--- src/rtl/router_data_register_if.sv ---
// Signal bundle between the router controller/input port and the data register stage.
// The master drives packet bytes and state strobes; the slave returns the FIFO byte and status.
interface router_data_register_if #(
    parameter int unsigned DATA_WIDTH = 8
);
    logic                  pkt_valid;
    logic [DATA_WIDTH-1:0] data_in;
    logic                  fifo_full;
    logic                  detect_add;
    logic                  lfd_state;
    logic                  ld_state;
    logic                  laf_state;
    logic                  full_state;
    logic                  rst_int_reg;
    logic [DATA_WIDTH-1:0] dout;
    logic                  parity_done;
    logic                  low_pkt_valid;
    logic                  err;

    modport master (
        output pkt_valid, data_in, fifo_full,
        output detect_add, lfd_state, ld_state, laf_state, full_state, rst_int_reg,
        input  dout, parity_done, low_pkt_valid, err
    );

    modport slave (
        input  pkt_valid, data_in, fifo_full,
        input  detect_add, lfd_state, ld_state, laf_state, full_state, rst_int_reg,
        output dout, parity_done, low_pkt_valid, err
    );
endinterface

--- src/rtl/router_data_register.sv ---
// Router datapath register: latches the header, forwards payload to the FIFO bus with a
// one-byte stall buffer, and checks running XOR parity against the trailing parity byte.
module router_data_register #(
    parameter int unsigned DATA_WIDTH = 8
) (
    input logic                   clk,
    input logic                   reset,
    router_data_register_if.slave bus
);
    logic [DATA_WIDTH-1:0] header_byte_q, header_byte_d;
    logic [DATA_WIDTH-1:0] hold_byte_q, hold_byte_d;
    logic                  hold_is_payload_q, hold_is_payload_d;
    logic [DATA_WIDTH-1:0] internal_parity_q, internal_parity_d;
    logic [DATA_WIDTH-1:0] packet_parity_q, packet_parity_d;
    logic                  check_pending_q, check_pending_d;
    logic [DATA_WIDTH-1:0] dout_q, dout_d;
    logic                  parity_done_q, parity_done_d;
    logic                  low_pkt_valid_q, low_pkt_valid_d;
    logic                  err_q, err_d;

    always_comb begin
        header_byte_d     = header_byte_q;
        hold_byte_d       = hold_byte_q;
        hold_is_payload_d = hold_is_payload_q;
        internal_parity_d = internal_parity_q;
        packet_parity_d   = packet_parity_q;
        check_pending_d   = check_pending_q;
        dout_d            = dout_q;
        parity_done_d     = parity_done_q;
        low_pkt_valid_d   = low_pkt_valid_q;
        err_d             = err_q;

        // Compare runs the cycle after the parity byte lands; a new header overrides it below.
        if (check_pending_q) begin
            err_d           = (internal_parity_q != packet_parity_q);
            check_pending_d = 1'b0;
        end

        unique case (1'b1)
            bus.detect_add: begin
                if (bus.pkt_valid && (bus.data_in[1:0] != 2'b11)) begin
                    header_byte_d = bus.data_in;
                end
                internal_parity_d = '0;
                packet_parity_d   = '0;
                parity_done_d     = 1'b0;
                err_d             = 1'b0;
                check_pending_d   = 1'b0;
            end
            bus.lfd_state: begin
                dout_d            = header_byte_q;
                internal_parity_d = header_byte_q;
            end
            bus.ld_state: begin
                if (!bus.fifo_full) begin
                    dout_d = bus.data_in;
                    if (bus.pkt_valid) begin
                        internal_parity_d = internal_parity_q ^ bus.data_in;
                    end else begin
                        packet_parity_d = bus.data_in;
                        parity_done_d   = 1'b1;
                        check_pending_d = 1'b1;
                    end
                end else begin
                    hold_byte_d       = bus.data_in;
                    hold_is_payload_d = bus.pkt_valid;
                end
                if (!bus.pkt_valid) begin
                    low_pkt_valid_d = 1'b1;
                end
            end
            bus.laf_state: begin
                dout_d = hold_byte_q;
                if (hold_is_payload_q) begin
                    internal_parity_d = internal_parity_q ^ hold_byte_q;
                end else begin
                    packet_parity_d = hold_byte_q;
                    parity_done_d   = 1'b1;
                    check_pending_d = 1'b1;
                end
            end
            bus.full_state: ;
            bus.rst_int_reg: low_pkt_valid_d = 1'b0;
            default: ;
        endcase
    end

    always_ff @(posedge clk) begin
        if (reset) begin
            header_byte_q     <= '0;
            hold_byte_q       <= '0;
            hold_is_payload_q <= 1'b0;
            internal_parity_q <= '0;
            packet_parity_q   <= '0;
            check_pending_q   <= 1'b0;
            dout_q            <= '0;
            parity_done_q     <= 1'b0;
            low_pkt_valid_q   <= 1'b0;
            err_q             <= 1'b0;
        end else begin
            header_byte_q     <= header_byte_d;
            hold_byte_q       <= hold_byte_d;
            hold_is_payload_q <= hold_is_payload_d;
            internal_parity_q <= internal_parity_d;
            packet_parity_q   <= packet_parity_d;
            check_pending_q   <= check_pending_d;
            dout_q            <= dout_d;
            parity_done_q     <= parity_done_d;
            low_pkt_valid_q   <= low_pkt_valid_d;
            err_q             <= err_d;
        end
    end

    assign bus.dout          = dout_q;
    assign bus.parity_done   = parity_done_q;
    assign bus.low_pkt_valid = low_pkt_valid_q;
    assign bus.err           = err_q;
endmodule

--- src/flat_wrapper.sv ---
// flat-port wrapper written by rule: the top's interface ports become plain ports
module router_data_register_flat 
#(
    parameter int unsigned DATA_WIDTH = 8
)
  (clk, reset, bus_pkt_valid, bus_data_in, bus_fifo_full, bus_detect_add, bus_lfd_state, bus_ld_state, bus_laf_state, bus_full_state, bus_rst_int_reg, bus_dout, bus_parity_done, bus_low_pkt_valid, bus_err);
  router_data_register_if #(.DATA_WIDTH(DATA_WIDTH)) bus_i ();
  input logic clk;
  input logic reset;
  input wire logic [$bits(bus_i.pkt_valid)-1:0] bus_pkt_valid;
  input wire logic [$bits(bus_i.data_in)-1:0] bus_data_in;
  input wire logic [$bits(bus_i.fifo_full)-1:0] bus_fifo_full;
  input wire logic [$bits(bus_i.detect_add)-1:0] bus_detect_add;
  input wire logic [$bits(bus_i.lfd_state)-1:0] bus_lfd_state;
  input wire logic [$bits(bus_i.ld_state)-1:0] bus_ld_state;
  input wire logic [$bits(bus_i.laf_state)-1:0] bus_laf_state;
  input wire logic [$bits(bus_i.full_state)-1:0] bus_full_state;
  input wire logic [$bits(bus_i.rst_int_reg)-1:0] bus_rst_int_reg;
  output wire logic [$bits(bus_i.dout)-1:0] bus_dout;
  output wire logic [$bits(bus_i.parity_done)-1:0] bus_parity_done;
  output wire logic [$bits(bus_i.low_pkt_valid)-1:0] bus_low_pkt_valid;
  output wire logic [$bits(bus_i.err)-1:0] bus_err;
  assign bus_i.pkt_valid = bus_pkt_valid;
  assign bus_i.data_in = bus_data_in;
  assign bus_i.fifo_full = bus_fifo_full;
  assign bus_i.detect_add = bus_detect_add;
  assign bus_i.lfd_state = bus_lfd_state;
  assign bus_i.ld_state = bus_ld_state;
  assign bus_i.laf_state = bus_laf_state;
  assign bus_i.full_state = bus_full_state;
  assign bus_i.rst_int_reg = bus_rst_int_reg;
  assign bus_dout = bus_i.dout;
  assign bus_parity_done = bus_i.parity_done;
  assign bus_low_pkt_valid = bus_i.low_pkt_valid;
  assign bus_err = bus_i.err;
  router_data_register #(.DATA_WIDTH(DATA_WIDTH)) u_core (.clk(clk), .reset(reset), .bus(bus_i));
endmodule
--- config.mk ---
export PLATFORM = sky130hd
export DESIGN_NAME = router_data_register_flat
export DESIGN_NICKNAME = d
export VERILOG_FILES = /design/src/rtl/router_data_register_if.sv /design/src/rtl/router_data_register.sv /design/src/flat_wrapper.sv
export SDC_FILE = /design/constraint.sdc
export NUM_CORES = 1
export LEC_CHECK = 0
export ABC_AREA = 1
export ABC_CLOCK_PERIOD_IN_PS = 1100
export CAP_MARGIN = 30
export CORE_ASPECT_RATIO = 1.2
export CORE_MARGIN = 10
export CORE_UTILIZATION = 55
export DETAILED_ROUTE_END_ITERATION = 12
export GPL_TIMING_DRIVEN = 0
export PLACE_DENSITY = 0.9
export SLEW_MARGIN = 20
export SYNTH_ARGS = -nofsm -noshare
export SYNTH_HDL_FRONTEND = slang
export SYNTH_SLANG_ARGS = --single-unit
--- constraint.sdc ---
create_clock -name clk -period 1.1 [get_ports clk]
set_input_delay 0.165 -clock clk [delete_from_list [all_inputs] [get_ports clk]]
set_output_delay 0.165 -clock clk [all_outputs]
set_load 0.02 [all_outputs]
# Word level (Yosys, flattened, before mapping)
# Index checks and enable logic that the tools add are counted.
# word_totals
ff_bits,45
input_bits,18
out_inout_bits,11
wordCells,50
# op_classes
eq_ne,7
muxes,19
bitwise,2
n_reduce_logical,12
# ops
cell,n
8-bit 2-to-1 mux,7
8-bit case mux with 3 select lines,2
8-bit case mux with 4 select lines,1
8-bit bitwise XOR,2
2-bit inequality test (second input constant),5
8-bit inequality test,1
2-bit AND reduction,4
4-bit AND reduction,2
1-bit 2-to-1 mux,6
3-bit nonzero test,2
1-bit case mux with 2 select lines,2
4-bit nonzero test,1
1-bit case mux with 3 select lines,1
2-bit by 1-bit inequality test with 1-bit output (second input constant),1
2-bit nonzero test,1
2-bit OR reduction,1
1-bit logical AND,1

# Logic depth before layout (Yosys ltp)
# logic_depth
word_depth,4
mapped_depth,8
ltp_nobuf,8

# Least setup slack after synthesis
# Ideal clock, no wire load.
# synth_timing
path_type,flip-flop to flip-flop
from,register u_core.hold_is_payload_q
to,register u_core.internal_parity_q[6]
setup_time_ns,0.064
t_arrival_ns,0.935
t_required_ns,1.036
setup_slack_ns,0.101
path_stages_with_launch,9
path_buffers,0
cell_sequence,dfxtp_1 > inv_1 > nand2_1 > nand2_1 > nor2_8 > nand2_4 > nand2_1 > nand2_1 > nor2_1
# synth_between
elab_chain_cells,2
# synth_lines
element,line,source
"start, declared",router_data_register.sv:12,"logic hold_is_payload_q, hold_is_payload_d;"
"start signal, assigned",router_data_register.sv:103,hold_is_payload_q <= hold_is_payload_d;
2-bit by 1-bit inequality test with 1-bit output (no line),--,
4-bit AND reduction (no line),--,
"end signal, assigned",router_data_register.sv:104,internal_parity_q <= internal_parity_d;
"end, declared",router_data_register.sv:13,"logic [DATA_WIDTH-1:0] internal_parity_q, internal_parity_d;"
# No other way between the ends.
# A chain may end at the register's enable or synchronous reset.

# Final worst setup path
# layout_timing
from,register u_core.hold_is_payload_q
to,register u_core.internal_parity_q[7]
# Same word-level chain as after synthesis.

==> impl_summary.log <==
[metrics] clock-pin slew on the worst setup and hold paths: ~90 ps
[metrics] setup repair after global routing missed its margin: yes
[metrics] Crit Reg-Reg Startpoint: u_core.hold_is_payload_q
[metrics] Worst path depth: 7
[metrics] max-cap violations: 0
[metrics] FF-to-FF setup slack: -60 ps
[metrics] total of warnings raised by yosys: 0
[metrics] Sink Count: 45
[metrics] Clock H-tree levels: 2
[metrics] leftover overflow at the end of global routing: 0
[metrics] HP Class: primary input to register
[metrics] final setup fails: 1
[metrics] wire length on met1: 2580 microns
[metrics] global-route wire length before repair: between 10000 and 15000 microns
[metrics] largest net degree at the start of global routing: 15
[metrics] total half-perimeter wirelength after legalization and detailed placement: 4280 microns
[metrics] number of cells on the worst reg-to-reg path: 7
[metrics] Core Util, Final: 70.7%
[metrics] CP delay by family, top: simple AND/OR/NAND/NOR gates
[metrics] Buf+Inv Stages, Crit Path: 1
[metrics] critical hold path startpoint: reset
[metrics] Clock Latency Late Sink: 310 ps
[metrics] Via density: approximately 5.6
[metrics] failing checks: setup timing
[metrics] met2 wirelength from detailed routing: between 3000 and 4000 microns
[metrics] critical-path cell with the highest stage delay: dfxtp_2
[metrics] Post-Syn Instances: roughly 330
[metrics] Setup Skew: roughly 10 ps
[metrics] vias in the first global route: roughly 2300
[metrics] sequential element share of the synthesized area: about two fifths
[metrics] TritonCTS clock tree: yes
[metrics] antenna violations before repair: 0
[metrics] least setup slack across all paths after layout: -62.9 ps
[metrics] maximum operating frequency: ~860 MHz
[metrics] buffer depth of the longest clock path: 2
[metrics] slew at the pin closest to its max-slew limit: between 400 and 500 ps
[metrics] number of max-slew violations in the final report: 0
[metrics] final weighted congestion of routability-driven global placement: 0.850
[metrics] total detailed-routing wirelength: around 6400 microns
[metrics] count of pins on the block boundary: 29
[metrics] CP peak stage delay: roughly 340 ps
[metrics] number of stages on the worst hold path: 2
[metrics] Synth Cell Area: 2280 sq um
[metrics] mean instance size in the synthesized netlist: about 7 sq um
[metrics] 1st-iter DRT viols: 302
[metrics] Die Y-Extent: approximately 90 microns
[metrics] type of origin of the critical path: register
[metrics] number of clock buffers inserted by TritonCTS: 5
[metrics] end of the worst hold path: u_core.hold_byte_q[6]
[metrics] areal power density over the cells: 1370 nW/um^2
[metrics] highest metal layer with signal wires: met4
[metrics] number of buffers inserted by port buffering: 25
[metrics] placed instance area: 2600 sq um
[metrics] All-Layer GR Usage: between 10% and 20%
[metrics] Design Power: roughly 3.8 mW
[metrics] ordered list of cells on the worst path: inv_2, nand2_4, nand2_4, nor2_4, nand3_1, nor2_1, nor2_1
[metrics] critical path data required time: roughly 1300 ps
[metrics] post-route design area: 2810 sq um
[metrics] Antenna Cells: 0
[metrics] capture instance of the worst register-to-register path: u_core.internal_parity_q[7]
[metrics] WL/cell: between 10 and 15 microns
[metrics] maximum vdd drop: between 0.9 and 1 mV
[metrics] final critical path time including I/O delays and setup: around 1200 ps
[metrics] largest driver fanout on the critical path: 4
[metrics] placeable core area: between 3000 and 4000 sq um
[metrics] max_slew headroom: between 60 and 70%
[metrics] sort of element at the end of the critical path: register
[metrics] Mapped Nets: about 350
[metrics] DR pass1 iterations: 5
[metrics] width of the chip: between 70 and 80 microns
[metrics] wire length on met3: ~550 microns
[metrics] arrival time reported for the critical path endpoint: 1380 ps
[metrics] overall via count from detail_route: ~2400
[metrics] start-to-end type of the worst setup path: register to register
[metrics] outcome: finished, violations left
[metrics] period utilization: 106%
[metrics] post-synthesis sequential element count: 45
[metrics] share of final-layout standard cells stronger than drive strength 1: about a fifth
[metrics] starting density of the core: a little under three fifths
[metrics] std cell rows: 25
[metrics] leakage power figure: roughly 1.3 nW
[metrics] Netlist cell types: 26
[metrics] post-synthesis to final-layout area growth: 23.1%
[metrics] count of nets left with antenna violations after detail routing: 0
[metrics] total count of hold-check failures in the final report: 0
[metrics] drc violations: 0
[metrics] net total in the final layout: approximately 390
[metrics] buffer type at the clock tree root: clkbuf_8
[metrics] area of the die: between 7000 and 8000 sq um
per-stage QoR:
stage,hold WS [ps],setup TNS (ps),std cells,worst slack [ps]
detailed placement,480,-21090,413,-612
finish,220,-62.9,431,-62.9
global route,216,-417,431,-114
floorplan,254,0,334,101
global placement,463,-20710,413,-594
CTS,215,-1.32,429,-1.32
per-layer routing:
layer / track usage (%) / up-vias
met5: 0 / -
met4: 13.0 / 0
met3: 4.78 / 26
met2: 28.9 / 125
met1: 19.0 / 1083
li1: - / 1165
layout make-up:
type | instances | area [sq um]
Buffer | 11 | 87.6
Timing Repair Buffer | 34 | 279
Clock inverter | 3 | 17.5
Tap cell | 54 | 67.6
Sequential cell | 45 | 902
Inverter | 34 | 135
Multi-Input combinational cell | 245 | 1250
Clock buffer | 5 | 68.8
Fill cell | 316 | 1160
worst max path at each step:
stage | startpoint | slack (ps) | to
floorplan | u_core.hold_is_payload_q | 100 | u_core.internal_parity_q[6]
global placement | bus_ld_state | -590 | u_core.internal_parity_q[3]
detailed placement | bus_ld_state | -610 | u_core.internal_parity_q[7]
CTS | u_core.hold_is_payload_q | -1 | u_core.internal_parity_q[6]
global route | u_core.hold_is_payload_q | -110 | u_core.internal_parity_q[7]
finish | u_core.hold_is_payload_q | -60 | u_core.internal_parity_q[7]
synthesized netlist by cell type (all sizes together):
library cell  count  area share (%)
xnor2             3             1.2
buf              10             3.2
nand4             1            0.93
nand2            89              15
a21oi            36             8.4
o211ai            1            0.33
a211oi            8             3.1
dfxtp            45              39
clkbuf            1            0.16
nand3            20             4.9
o21ai            26             5.7
inv              34             5.8
nor2             60              11
kinds of logic (layout without fill, tap and decap cells):
family                    count (synthesis)  in the layout  share of synthesized area (%)
xor gates and xnor gates                  3              3                           1.15
buffers and inverters                    45             87                           9.21
AOI/OAI and AO/OA                        71             71                           17.5
DFF                                      45             45                           39.5
and+or+nand+nor                         170            171                           32.6
repair_timing:
item	4_1_cts	5_1_grt
pin swaps	5	12
gates cloned	3	1
setup endpoints to repair	53	33
hold buffers	0	0
resized for setup	57	35
setup buffers	5	1
registers in the layout (all words and copies together) (netlist names):
| signal | cells |
|---|---|
| u_core.bus.dout | 8 |
| u_core.bus.err | 1 |
| u_core.bus.low_pkt_valid | 1 |
| u_core.bus.parity_done | 1 |
| u_core.check_pending_q | 1 |
| u_core.header_byte_q | 8 |
| u_core.hold_byte_q | 8 |
| u_core.hold_is_payload_q | 1 |
| u_core.internal_parity_q | 8 |
| u_core.packet_parity_q | 8 |
power breakdown:
group | switching [mW] | internal, mW | leakage [nW]
registers | 0.0720 | 1.76 | 0.372
logic | 0.598 | 0.367 | 0.896
clock network | 0.602 | 0.439 | 0.0439
total | 1.27 | 2.57 | 1.31
cell usage in the layout (no fill, tap or decap), types with 6 or more instances in the layout:
cell type	Yosys	final
buf_6	3	8
a21oi_1	35	35
nor2_1	56	51
nand2_1	86	75
clkdlybuf4s50_1	0	7
nand2_2	1	8
inv_1	29	26
nand3_1	19	19
nor2_2	1	6
dfxtp_1	45	44
o21ai_0	20	13
a211oi_1	6	6
o21ai_1	6	13
buf_2	5	14
(Power assumes the default switching activity.)
